==> src/rtl/rr_mux_sel_arbiter_pkg.sv <==
`default_nettype none
// ============================================================================
// Module      : rr_mux_sel_arbiter_pkg
// Description : State encoding, pick result type and round-robin helpers.
// Revision    : 1.0 - initial release
// ============================================================================
package rr_mux_sel_arbiter_pkg;

   localparam int C_MAX_N = 32;
   localparam int C_IDX_W = 5;

   localparam logic [0:0] c_idle = 1'b0;
   localparam logic [0:0] c_hold = 1'b1;

   typedef struct packed {
      logic [C_IDX_W-1:0] idx;
      logic               found;
   } pick_t;

   function automatic logic [C_MAX_N-1:0] onehot(input logic [C_IDX_W-1:0] k);
      return C_MAX_N'(1) << k;
   endfunction

   // Scan ptr+1 .. ptr+n (mod n); the first unmasked request wins.
   function automatic pick_t rr_pick_fn(input logic [C_MAX_N-1:0] req,
                                        input logic [C_MAX_N-1:0] mask,
                                        input int                 ptr,
                                        input int                 n);
      pick_t              res;
      logic [C_IDX_W-1:0] j;
      res = '0;
      for (int i = 1; i <= C_MAX_N; i++) begin
         if (i <= n) begin
            j = C_IDX_W'((ptr + i) % n);
            if (req[j] && !mask[j] && !res.found) begin
               res.found = 1'b1;
               res.idx   = j;
            end
         end
      end
      return res;
   endfunction

endpackage
`default_nettype wire

==> src/rtl/rr_mux_sel_arbiter_rr_pick.sv <==
`default_nettype none
// ============================================================================
// Module      : rr_pick
// Description : Combinational rotate-priority picker over N requesters.
// Revision    : 1.0 - initial release
// ============================================================================
module rr_pick
   import rr_mux_sel_arbiter_pkg::*;
#(
   parameter int N = 4,
   parameter int M = 2
) (
   input  logic [N-1:0] req,
   input  logic [N-1:0] mask,
   input  logic [M-1:0] ptr,
   output logic [M-1:0] idx,
   output logic         found
);

   pick_t w_res;
   logic  w_unused;

   always_comb begin
      w_res    = rr_pick_fn(C_MAX_N'(req), C_MAX_N'(mask), int'(ptr), N);
      idx      = w_res.idx[M-1:0];
      found    = w_res.found;
      w_unused = ^w_res.idx;
   end

endmodule
`default_nettype wire

==> src/rtl/rr_mux_sel_arbiter.sv <==
`default_nettype none
// ============================================================================
// Module      : rr_mux_sel_arbiter
// Description : Round-robin arbiter driving a registered mux select and word.
// Revision    : 1.0 - initial release
// ============================================================================
module rr_mux_sel_arbiter
   import rr_mux_sel_arbiter_pkg::*;
#(
   parameter int N = 4,
   parameter int M = 2,
   parameter int W = 4
) (
   input  logic           clk,
   input  logic           rst,
   input  logic [N-1:0]   req,
   input  logic [N*W-1:0] in_data,
   output logic [N-1:0]   in_ack,
   output logic [M-1:0]   sel,
   output logic [N-1:0]   grant,
   output logic           out_valid,
   output logic [W-1:0]   out_data,
   input  logic           out_ready
);

   logic [0:0]   r_state;
   logic [M-1:0] r_ptr;
   logic [M-1:0] r_sel;
   logic [N-1:0] r_grant;
   logic         r_valid;
   logic [W-1:0] r_data;

   logic         w_accept;
   logic [M-1:0] w_pick_ptr;
   logic [N-1:0] w_mask;
   logic [M-1:0] w_idx;
   logic         w_found;
   logic [W-1:0] w_slice [N];

   for (genvar k = 0; k < N; k++) begin : g_slice
      assign w_slice[k] = in_data[k*W +: W];
   end

   // On accept, re-arbitrate from the word just delivered, skipping its owner.
   always_comb begin
      w_accept   = r_valid && out_ready;
      w_pick_ptr = (r_state == c_idle) ? r_ptr : r_sel;
      w_mask     = w_accept ? r_grant : '0;
   end

   rr_pick #(
      .N (N),
      .M (M)
   ) u_pick (
      .req   (req),
      .mask  (w_mask),
      .ptr   (w_pick_ptr),
      .idx   (w_idx),
      .found (w_found)
   );

   always_ff @(posedge clk) begin
      if (rst) begin
         r_state <= c_idle;
         r_ptr   <= M'(N-1);
         r_sel   <= '0;
         r_grant <= '0;
         r_valid <= 1'b0;
         r_data  <= '0;
      end else begin
         case (r_state)
            c_idle: begin
               if (w_found) begin
                  r_sel   <= w_idx;
                  r_grant <= N'(onehot(C_IDX_W'(w_idx)));
                  r_data  <= w_slice[w_idx];
                  r_valid <= 1'b1;
                  r_state <= c_hold;
               end
            end
            c_hold: begin
               if (w_accept) begin
                  r_ptr <= r_sel;
                  if (w_found) begin
                     r_sel   <= w_idx;
                     r_grant <= N'(onehot(C_IDX_W'(w_idx)));
                     r_data  <= w_slice[w_idx];
                  end else begin
                     r_valid <= 1'b0;
                     r_grant <= '0;
                     r_state <= c_idle;
                  end
               end
            end
            default: r_state <= c_idle;
         endcase
      end
   end

   always_comb begin
      sel       = r_sel;
      grant     = r_grant;
      out_valid = r_valid;
      out_data  = r_data;
      in_ack    = w_accept ? r_grant : '0;
   end

endmodule
`default_nettype wire

==> config.mk <==
export PLATFORM = sky130hd
export DESIGN_NAME = rr_mux_sel_arbiter
export DESIGN_NICKNAME = d
export VERILOG_FILES = /design/src/rtl/rr_mux_sel_arbiter_pkg.sv /design/src/rtl/rr_mux_sel_arbiter_rr_pick.sv /design/src/rtl/rr_mux_sel_arbiter.sv
export SDC_FILE = /design/constraint.sdc
export NUM_CORES = 1
export LEC_CHECK = 0
export CAP_MARGIN = 0
export CORE_MARGIN = 1.5
export CORE_UTILIZATION = 35
export CTS_BUF_LIST = sky130_fd_sc_hd__clkbuf_4 sky130_fd_sc_hd__clkbuf_8
export DETAILED_ROUTE_END_ITERATION = 12
export PLACE_DENSITY_LB_ADDON = 0.1
export SYNTH_ARGS = -nofsm -noshare
export SYNTH_HDL_FRONTEND = slang
export SYNTH_SLANG_ARGS = --single-unit
==> constraint.sdc <==
create_clock -name clk -period 4.05 [get_ports clk]
set_input_delay 0.405 -clock clk [delete_from_list [all_inputs] [get_ports clk]]
set_output_delay 0.405 -clock clk [all_outputs]
set_load 0.02 [all_outputs]
==> flow_summary.toml <==
[clocking]
cts_buffers = 3
cts_root_buf = "clkbuf_4"
cts-htree-levels = 1
insertion_delay_ns = 0.29
path_clk_slew_ns = 0.08
post_cts_resized = 0
cts_setup_buffers = 0
clock_path_buffers = 2
cts-hold-fix-buffers = 0
cts_tree = "built"
clock-sinks = 14

[global_routing]
grt_use_total_pct = 19.1
grt_pass1_vias = 884
grt_pass1_wl_um = 4000
overflow = 0
grt_max_degree = 14
antenna_found_initial = 0

[setup_path]
worstSetupPathType = "primary input to output port"
r2r_cells = 6
arrival_ns = 1.98
cpMaxStageDelayCell = "clkdlybuf4s50_1"
required_ns = 3.64
path_cells = "clkdlybuf4s50_1, nand3_1, inv_1, clkdlybuf4s50_1"
crit_top_cell = "clkdlybuf4s50_1"
cp-start-kind = "primary input"
max_stage_delay_ns = 0.61
r2r-end = "out_data[3]$_SDFFE_PP0P_"
r2r_start = "r_state$_SDFF_PP0_"
critPathMaxFanout = 8
worstSetupEndpointType = "output port"
reg2reg_slack_ns = 1.82

[die]
start_util_pct = 37.2
row_count = 18
fp.dieArea_um2 = 2980
io_pins = 38
core_um2 = 2500
die_h_um = 54.6
die_w_um = 54.6

[placement]
gp_congestion = 0.901
dp_hpwl_um = 2000
place_inst = 170
portBuffers = 37

[sta]
rsz0062_at_grt = "no"
holdWs_ns = 0.508
setup_violations = 0
final_hold_viol_count = 0
period_share_pct = 58.9
fmax_ghz = 0.419
finalClockSkew_ns = 0.00973
maxSlewViolCount = 0
max-slew-margin-rel_pct = 63.4
timing.setup.tns_ns = 0
worstMarginPinSlew_ns = 0.546
min_period_ns = 2.39

[synth]
syn_area_um2 = 931
ys_types = 42
syn_nets = 128
synth_xor_area_share_pct = 0
ys_seq_elements = 14
synth_ff_type = "dfxtp_1"
muxShareOfSynthArea_pct = 11.3
synth_edf_count = 0
synth_seq_area_share_pct = 30.1
yosys_warnings = 0
syn_inst = 105
synthAdderAreaFrac_pct = 0
synth_top_family_by_area = "compound AO/OA/AOI/OAI gates"
async_flop_share_pct = 0
synth_compound_area_share_pct = 29.4
synth.avg_cell_area_um2 = 8.87
synth-simple-area-share_pct = 25.5

[route]
drt_wl_total_um = 2570
wl_per_cell_um = 14.8
first_pass_iters = 4
route.detailed.drc = 0
viasPerCell = 5.60
ant_nets = 0
drt-initial-drc-count = 19
vias = 975

[min_path]
min_delay_worst_endpoint = "r_ptr[0]$_SDFFE_PP1P_"
min_from = "r_ptr[0]$_SDFFE_PP1P_"
whs_path_depth = 2
min_path_type = "register to register"

[pwr]
p_clk_share_pct = 24.0
p_sw_w = 0.000142
switching_share_pct = 33.0
power_frac_comb_pct = 37.4
p_per_area_nw_per_um2 = 316
p_int_w = 0.000288
pwr-share-seq_pct = 38.6
leakage_nw = 0.532
ir_drop_uv = 215

[layout]
nFillCells = 229
area_growth_pct = 46.1
final_cells = 174
seqCellArea_um2 = 280
nNetsFinal = 168
multi_input_area_um2 = 617
antenna_cells = 0
utilization_pct = 54.4
drive_above_1_share_pct = 11.8

[flow_run]
cap_viol_max_count = 0

[run_status]
status = "complete, no violations"
-- state kept, by name (all words and copies together) (netlist names) --
register	cells
grant	4
out_data	4
r_ptr	2
sel	2
out_valid	1
r_state	1
-- kinds of logic after synthesis --
| family | after synthesis |
|---|---|
| simple gates | 44 |
| mux | 8 |
| compound gates | 32 |
| buf+inv | 7 |
| flops | 14 |
-- synthesized netlist by cell type (2+ instances only) --
cell type,instances,area (µm²)
dfxtp_1,14,280
nor2_1,11,41.3
nand3_1,9,45.0
nand2_1,8,30.0
a22oi_1,5,37.5
inv_1,5,18.8
a31oi_1,4,25.0
and2_1,4,25.0
o21ai_0,4,20.0
mux2_1,3,33.8
nor2b_1,3,18.8
o221a_1,3,33.8
mux2i_1,2,20.0
nor3_1,2,10.0
-- stage by stage --
stage / setup slack, ns / total power, W / area (µm²)
floorplan: 2.03 / 0.000264 / 931
global placement: 1.46 / 0.000329 / 1320
detailed placement: 1.38 / 0.000330 / 1320
CTS: 1.68 / 0.000435 / 1360
global route: 1.58 / 0.000454 / 1360
finish: 1.66 / 0.000430 / 1360
-- critical path, delay by kind of cell --
family                 cells  cell delay [ns]
AND/OR/NAND/NOR            1             0.26
buffers and inverters      3             1.32
-- worst max-delay path by stage --
stage,startpoint,end,slack (ns),depth (start not counted)
after global routing,out_ready,out_data[3]$_SDFFE_PP0P_,1.58,7
after global placement,out_ready,out_data[1]$_SDFFE_PP0P_,1.46,7
after floorplan,out_valid$_SDFFE_PP0P_,out_data[1]$_SDFFE_PP0P_,2.03,6
after detailed placement,out_ready,out_data[2]$_SDFFE_PP0P_,1.38,7
final,out_ready,in_ack[1],1.66,4
after CTS,out_ready,in_ack[1],1.68,4
-- per-layer routing --
layer	track usage, %	vias up	part of all wire [%]
met5	0	-	0
met3	5.46	5	4.6
met1	23.0	455	43
li1	-	484	-
met4	6.67	0	0.97
met2	32.1	31	51
-- power by group through the flow --
stage	clock network, W	registers [W]	logic, W
CTS	0.000107	0.000166	0.000161
floorplan	0	0.000179	0.0000850
finish	0.000103	0.000166	0.000161
global placement	0	0.000169	0.000160
detailed placement	0	0.000169	0.000161
global route	0.000111	0.000168	0.000175
-- layout by cell type, fill, tap and decap left out, types with 2 or more instances in the layout --
master           Yosys  layout
mux2i_1              2       2
nand3_1              9       9
nor3_1               2       2
and2_1               4       4
o221a_1              3       3
nand2_1              8       8
clkdlybuf4s50_1      0      37
nor2_1              11      11
dfxtp_1             14      14
nor2b_1              3       3
a22oi_1              5       5
inv_1                5       5
clkbuf_4             0       3
mux2_1               3       3
o21ai_0              4       4
a31oi_1              4       4
-- area by class of cell --
type / count / share of cell area [%]
Clock buffer: 4 / 2.67
Inverter: 5 / 1.38
Multi-Input combinational cell: 84 / 45.4
Sequential cell: 14 / 20.6
Tap cell: 30 / 2.76
Timing Repair Buffer: 37 / 27.2
No activity file was read; power rests on OpenSTA's default activity.
